==> src/rtl/pipelined_cla_addsub.sv <==
// Pipelined carry-lookahead adder/subtractor: one SEG-bit segment per stage, valid/ready stream.
// Optional registered signed-overflow output Ovf_Out is enabled by defining CLA_OVF_EN.
module pipelined_cla_addsub #(
    parameter int WIDTH  = 32,
    parameter int STAGES = 4
) (
    input  logic             Clk,
    input  logic             Reset_N,
    input  logic             In_Valid,
    output logic             In_Ready,
    input  logic [WIDTH-1:0] A_In,
    input  logic [WIDTH-1:0] B_In,
    input  logic             C_In,
    input  logic             Sub_In,
    output logic             Out_Valid,
    input  logic             Out_Ready,
    output logic [WIDTH-1:0] Sum,
    output logic             C_Out
`ifdef CLA_OVF_EN
    ,
    output logic             Ovf_Out
`endif
);

    localparam int SEG = (STAGES > 0) ? WIDTH / STAGES : WIDTH;

    if ((WIDTH < 2) || (STAGES < 1) || ((WIDTH % ((STAGES > 0) ? STAGES : 1)) != 0)) begin : g_param_check
        $error("pipelined_cla_addsub: need WIDTH >= 2, STAGES >= 1 and WIDTH divisible by STAGES");
    end

    // Returns {carry into segment MSB, segment carry-out, segment sum}.
    function automatic logic [SEG+1:0] seg_add(input logic [SEG-1:0] a,
                                               input logic [SEG-1:0] b,
                                               input logic           cin);
        logic [SEG+1:0] res;
        logic           c;
        logic           g;
        logic           p;
        res = '0;
        c   = cin;
        for (int i = 0; i < SEG; i++) begin
            g          = a[i] & b[i];
            p          = a[i] ^ b[i];
            res[i]     = p ^ c;
            res[SEG+1] = c;
            c          = g | (p & c);
        end
        res[SEG] = c;
        return res;
    endfunction

    logic                          adv_s;
    logic [STAGES-1:0]             valid_r;
    logic [STAGES-1:0]             carry_r;
    logic [STAGES-1:0][WIDTH-1:0]  a_r;
    logic [STAGES-1:0][WIDTH-1:0]  b_r;
    logic [STAGES-1:0][WIDTH-1:0]  sum_r;

    logic [STAGES-1:0]             stg_valid_s;
    logic [STAGES-1:0]             stg_cin_s;
    logic [STAGES-1:0][WIDTH-1:0]  stg_a_s;
    logic [STAGES-1:0][WIDTH-1:0]  stg_b_s;
    logic [STAGES-1:0][WIDTH-1:0]  stg_sum_s;
    logic [STAGES-1:0]             nxt_carry_s;
    logic [STAGES-1:0][WIDTH-1:0]  nxt_a_s;
    logic [STAGES-1:0][WIDTH-1:0]  nxt_b_s;
    logic [STAGES-1:0][WIDTH-1:0]  nxt_sum_s;
    logic                          c_msb_s;

    assign adv_s     = ~valid_r[STAGES-1] | Out_Ready;
    assign In_Ready  = adv_s;
    assign Out_Valid = valid_r[STAGES-1];
    assign Sum       = sum_r[STAGES-1];
    assign C_Out     = carry_r[STAGES-1];

    for (genvar s = 0; s < STAGES; s++) begin : g_stage
        logic [SEG+1:0]   seg_res_s;
        logic [WIDTH-1:0] sum_nx_s;
        logic [WIDTH-1:0] a_nx_s;
        logic [WIDTH-1:0] b_nx_s;

        // Mode is resolved here once: later stages only ever see the effective B and carry.
        if (s == 0) begin : g_first
            assign stg_valid_s[0] = In_Valid;
            assign stg_cin_s[0]   = C_In ^ Sub_In;
            assign stg_a_s[0]     = A_In;
            assign stg_b_s[0]     = Sub_In ? ~B_In : B_In;
            assign stg_sum_s[0]   = '0;
        end else begin : g_next
            assign stg_valid_s[s] = valid_r[s-1];
            assign stg_cin_s[s]   = carry_r[s-1];
            assign stg_a_s[s]     = a_r[s-1];
            assign stg_b_s[s]     = b_r[s-1];
            assign stg_sum_s[s]   = sum_r[s-1];
        end

        assign seg_res_s = seg_add(stg_a_s[s][s*SEG +: SEG], stg_b_s[s][s*SEG +: SEG], stg_cin_s[s]);

        // Merge this segment's sum bits and drop operand bits that are now consumed.
        always_comb begin
            sum_nx_s                  = stg_sum_s[s];
            sum_nx_s[s*SEG +: SEG]    = seg_res_s[SEG-1:0];
            a_nx_s                    = stg_a_s[s];
            a_nx_s[(s+1)*SEG-1:0]     = '0;
            b_nx_s                    = stg_b_s[s];
            b_nx_s[(s+1)*SEG-1:0]     = '0;
        end

        assign nxt_sum_s[s]   = sum_nx_s;
        assign nxt_a_s[s]     = a_nx_s;
        assign nxt_b_s[s]     = b_nx_s;
        assign nxt_carry_s[s] = seg_res_s[SEG];

        if (s == STAGES - 1) begin : g_last
            assign c_msb_s = seg_res_s[SEG+1];
        end else begin : g_mid
            logic unused_ctop_s;
            assign unused_ctop_s = seg_res_s[SEG+1];
        end
    end

    logic unused_tail_s;
`ifdef CLA_OVF_EN
    logic ovf_r;
    assign Ovf_Out       = ovf_r;
    assign unused_tail_s = ^{a_r[STAGES-1], b_r[STAGES-1]};
`else
    assign unused_tail_s = ^{a_r[STAGES-1], b_r[STAGES-1], c_msb_s};
`endif

    // Stage registers: every stage shifts forward on advance and holds during a stall.
    always_ff @(posedge Clk or negedge Reset_N) begin
        if (!Reset_N) begin
            valid_r <= '0;
            carry_r <= '0;
            a_r     <= '0;
            b_r     <= '0;
            sum_r   <= '0;
`ifdef CLA_OVF_EN
            ovf_r   <= 1'b0;
`endif
        end else if (adv_s) begin
            valid_r <= stg_valid_s;
            carry_r <= nxt_carry_s;
            a_r     <= nxt_a_s;
            b_r     <= nxt_b_s;
            sum_r   <= nxt_sum_s;
`ifdef CLA_OVF_EN
            ovf_r   <= nxt_carry_s[STAGES-1] ^ c_msb_s;
`endif
        end
    end

endmodule
==> config.mk <==
export PLATFORM = sky130hd
export DESIGN_NAME = pipelined_cla_addsub
export DESIGN_NICKNAME = d
export VERILOG_FILES = /design/src/rtl/pipelined_cla_addsub.sv
export SDC_FILE = /design/constraint.sdc
export NUM_CORES = 1
export LEC_CHECK = 0
export ABC_AREA = 1
export CAP_MARGIN = 20
export CORE_MARGIN = 2
export CORE_UTILIZATION = 35
export CTS_BUF_LIST = sky130_fd_sc_hd__clkbuf_2
export CTS_CLUSTER_SIZE = 20
export DETAILED_ROUTE_END_ITERATION = 10
export PLACE_DENSITY = 0.64
export SLEW_MARGIN = 20
export SYNTH_ARGS = -nofsm -noshare
export SYNTH_HDL_FRONTEND = slang
export SYNTH_SLANG_ARGS = --single-unit
==> constraint.sdc <==
create_clock -name Clk -period 3.79 [get_ports Clk]
set_clock_uncertainty 0.2 [all_clocks]
set_input_delay 0.758 -clock Clk [delete_from_list [all_inputs] [get_ports Clk]]
set_output_delay 0.758 -clock Clk [all_outputs]
set_load 0.02 [all_outputs]
## Word-level counts from Yosys, hierarchy flattened

Index checks and enable logic that the tools add are counted.

- Word-level logic and storage cells: 177
- Bits of input ports: 70
- Register bits: 184
- Output and inout bits: 35

- Bitwise gates (word level): 164
- Mux-type cells: 1

Operators with widths:

| kind | count |
|---|---|
| 1-bit bitwise XOR | 65 |
| 1-bit bitwise AND | 64 |
| 1-bit bitwise OR | 33 |
| 32-bit 2-to-1 mux | 1 |
| 32-bit NOT | 1 |
| 1-bit NOT | 1 |

## Longest topological paths before layout

Gate-level depths: netlist of run 1.

- Depth after elaboration: 19
- Gate-level depth with buffers: 14
- Depth with buffers taken out: 12

## Worst setup path after synthesis of run 1

No wires, ideal clock.

- Kind: input to register
- Start point: input port Sub_In
- End point: register sum_r, in the netlist g_stage[1].sum_nx_s[7]
- Stages: 14
- Required time: 3.464 ns
- Buffers on the path: 2
- Arrival time: 4.540 ns
- Setup time: 0.126 ns
- Path slack: -1.076 ns
- Path through: buf_2 buf_2 xnor2_1 fa_1 fa_1 fa_1 fa_1 fa_1 fa_1 fa_1 inv_1 fa_1 nand2_1 o21ai_0

- Word-level cells in the longest chain between the ends: 17
- Elaborated cells on any way between the ends: 32
- Classes of those cells: mux: 1; bitwise: 31

Ends and longest elaborated chain:

| what | RTL line | RTL |
|---|---|---|
| start: declaration | 14 | `input logic Sub_In,` |
| 32-bit 2-to-1 mux | 87 | `assign stg_b_s[0] = Sub_In ? ~B_In : B_In;` |
| 1-bit bitwise XOR | 43 | `p = a[i] ^ b[i];` |
| 1-bit bitwise AND | 46 | `c = g \| (p & c);` |
| 1-bit bitwise OR | 46 |  |
| 1-bit bitwise AND | 46 |  |
| 1-bit bitwise OR | 46 |  |
| 1-bit bitwise AND | 46 |  |
| 1-bit bitwise OR | 46 |  |
| (+2 left out) | - |  |
| 1-bit bitwise AND | 46 |  |
| 1-bit bitwise OR | 46 |  |
| 1-bit bitwise AND | 46 |  |
| 1-bit bitwise OR | 46 |  |
| 1-bit bitwise AND | 46 |  |
| 1-bit bitwise OR | 46 |  |
| 1-bit bitwise XOR * | 44 | `res[i] = p ^ c;` |
| via g_stage[0].seg_res_s[7] | 77 | `logic [SEG+1:0] seg_res_s;` |
| end signal: assignment | 147 | `sum_r <= nxt_sum_s;` |
| end: declaration | 57 | `logic [STAGES-1:0][WIDTH-1:0] sum_r;` |

The timed path passes the listed nets; every way through them passes the cells marked *.
A chain may end at the register's enable or synchronous reset.

## Worst setup path in the final report of run 1

Ends and elaborated chain as after synthesis.

==> flow_summary.json, run 1 <==
{
  "cts_buffers": 17,
  "critPathRequiredTime_ns": 4.20,
  "synth_cell_types": 14,
  "critPathKind": "primary input to flip-flop",
  "htreeDepth": 4,
  "cts_max_path_buffers": 2,
  "fp-row-count": 55,
  "min_period_ns": 3.76,
  "wire_per_inst_um": 12.4,
  "rsz0062_at_grt": "yes",
  "io_buffers": 104,
  "setup_viol": 0,
  "synth.avg_cell_area_um2": 9.29,
  "antenna_found_initial": 1,
  "drive_gt1_share_pct": 8.57,
  "crit_path_end_kind": "flip-flop",
  "clock_sinks": 184,
  "fin_cells": 1243,
  "slew_headroom_pct": 47.7,
  "period_share_pct": 99.2,
  "cp_data_arrival_time_ns": 4.17,
  "crit_fanout": 6,
  "path_clk_slew_ns": 0.26,
  "max-cap-violations": 0,
  "multi_input_area_mm2": 0.00282,
  "outcome": "finished, final reports clean",
  "grt_pass1_wl_um": 26600,
  "final_cell_mix": "342 x nand2_1, 184 x dfrtp_1, 109 x o21ai_0",
  "synthesis.nets": 957,
  "drtIter0Drc": 313,
  "fin_area_mm2": 0.00953,
  "post_drt_via_cell_ratio": 4.35,
  "seqCellArea_mm2": 0.00460,
  "syn_area_mm2": 0.00794,
  "power_density_mw_per_mm2": 722,
  "synth_top_cell_by_area": "dfrtp_1",
  "clock_latency_ns": 0.73,
  "p_total_w": 0.00688,
  "fmax_mhz": 266,
  "final_net_count": 1047,
  "slew_violations": 0,
  "grt_pass1_vias": 5258,
  "tightest_slew_ns": 0.785,
  "area_growth_pct": 20.0,
  "grt_max_degree": 188,
  "ys_ff_latch": 184,
  "grt_use_total_pct": 13.9,
  "yosysWarningCount": 0,
  "max-vdd-ir-drop_uv": 405,
  "hold_class": "flip-flop to flip-flop",
  "synthTopCellsByArea": "dfrtp_1 58%, nand2_1 16%, fa_1 8.1%",
  "seq_area_frac_synth_pct": 58.0,
  "gp_congestion": 0.777,
  "num_vias": 5402,
  "dieArea_mm2": 0.0239,
  "hold_violations": 0,
  "place_area_mm2": 0.00927,
  "mostFrequentLayoutCell": "nand2_1",
  "firstDrtPassIters": 4,
  "critPathLaunchType": "primary input",
  "die_width_um": 155,
  "fp.coreArea_mm2": 0.0224,
  "synth_top_area_share_pct": 58.0,
  "route.detailed.drc": 0,
  "start_util_pct": 35.4,
  "cts_root_buf": "clkbuf_2",
  "leakage_nw": 4.63,
  "wirelength_um": 15400,
  "fill_cells": 2257,
  "overflow": 0,
  "detail-route-antenna-nets": 0,
  "cts_tree": "built",
  "die_y_um": 155,
  "io_pins": 105,
  "syn_inst": 855,
  "place_inst": 1209,
  "hpwl_um": 10300
}
sequential cells by signal (all words and copies together), names as in the netlist:
register	count
g_stage.sum_nx_s	48
valid_r	4
b_r	48
Sum	32
carry_r	4
a_r	48
power breakdown:
part,internal [W],switching [W],total [W]
Clock,0.000186,0.000703,0.000890
Sequential,0.00282,0.000466,0.00329
Combinational,0.00117,0.00153,0.00270
Total,0.00417,0.00270,0.00688
final cells by class:
class / count / area share (%)
sequential: 184 / 48.3
tap: 285 / 3.74
multi-input combinational: 525 / 29.6
inverter: 101 / 3.98
clock inverter: 14 / 1.20
clock buffer: 17 / 0.893
timing repair buffer: 116 / 12.2
antenna: 1 / 0.0263
metrics by stage:
stage / TNS [ns] / worst slack [ns] / hold WS, ns / utilization [%]
CTS: 0 / 0.00137 / 0.194 / 42.4
finish: 0 / 0.0318 / 0.291 / 42.5
floorplan: -1.36 / -0.679 / 0.220 / -
global route: -0.0395 / -0.0152 / 0.179 / 42.5
detailed placement: -3.53 / -1.10 / 0.234 / 41.3
global placement: -3.27 / -1.08 / 0.231 / 41.3
cells in the mapped netlist:
cell and number:
nand2_1 342, dfrtp_1 184, o21ai_0 116, inv_1 101
fa_1 32, buf_2 25, nand3_1 24, clkbuf_1 12
xnor2_1 8, buf_4 7, buf_6 1, nand2_2 1
nor2_4 1, xor2_1 1
final timing paths:
| check | slack (ns) | cells past startpoint | from | endpoint |
|---|---|---|---|---|
| max | 0.03 | 13 | Sub_In | g_stage[1].sum_nx_s[7]$_DFFE_PN0P_ |
| min | 0.29 | 2 | g_stage[3].sum_nx_s[3]$_DFFE_PN0P_ | Sum[3]$_DFFE_PN0P_ |
| max reg2reg | 0.11 | 12 | carry_r[2]$_DFFE_PN0P_ | Sum[31]$_DFFE_PN0P_ |
| min reg2reg | 0.29 | 2 | g_stage[3].sum_nx_s[3]$_DFFE_PN0P_ | Sum[3]$_DFFE_PN0P_ |
| max in group asynchronous | 2.20 | 3 | Reset_N | b_r[20]$_DFFE_PN0P_ |
| min in group asynchronous | 0.34 | 2 | Reset_N | Sum[14]$_DFFE_PN0P_ |
timing repair:
item,4_1_cts,5_1_grt
gates resized for setup,23,15
setup endpoints to repair,5,4
setup buffers,0,1
hold buffers,1,0
endpoints found under the hold margin,68,0
pin swaps,1,3
critical path: stages:
cell and delay [ns]:
buf_6 0.13, xnor2_4 0.15, fa_2 0.38, fa_2 0.40, fa_2 0.34, fa_2 0.35
fa_2 0.35, fa_2 0.34, fa_2 0.34, inv_2 0.06, fa_2 0.42, nand2_1 0.07
o21ai_1 0.07
metal layers:
metal	up-vias	GRT usage [%]	share of wire [%]
li1	2771	-	-
met1	2520	20.6	51
met2	97	20.2	44
met3	14	3.00	3.8
met4	0	4.63	1.3
met5	-	0	0
cells by family after synthesis:
| group | share of synthesized area (%) |
|---|---|
| simple gates | 17.9 |
| flops | 58.0 |
| buf+inv | 7.72 |
| compound gates | 7.31 |
| fa+ha+maj | 8.07 |
| xor+xnor | 0.993 |
No activity file was read; power rests on OpenSTA's default activity.
==> run 2: changes to the inputs <==
- CAP_MARGIN: 20 -> default
- SLEW_MARGIN: 20 -> 5
==> results of run 2 <==
Final layout, timing and power as in run 1 (identical DEF).
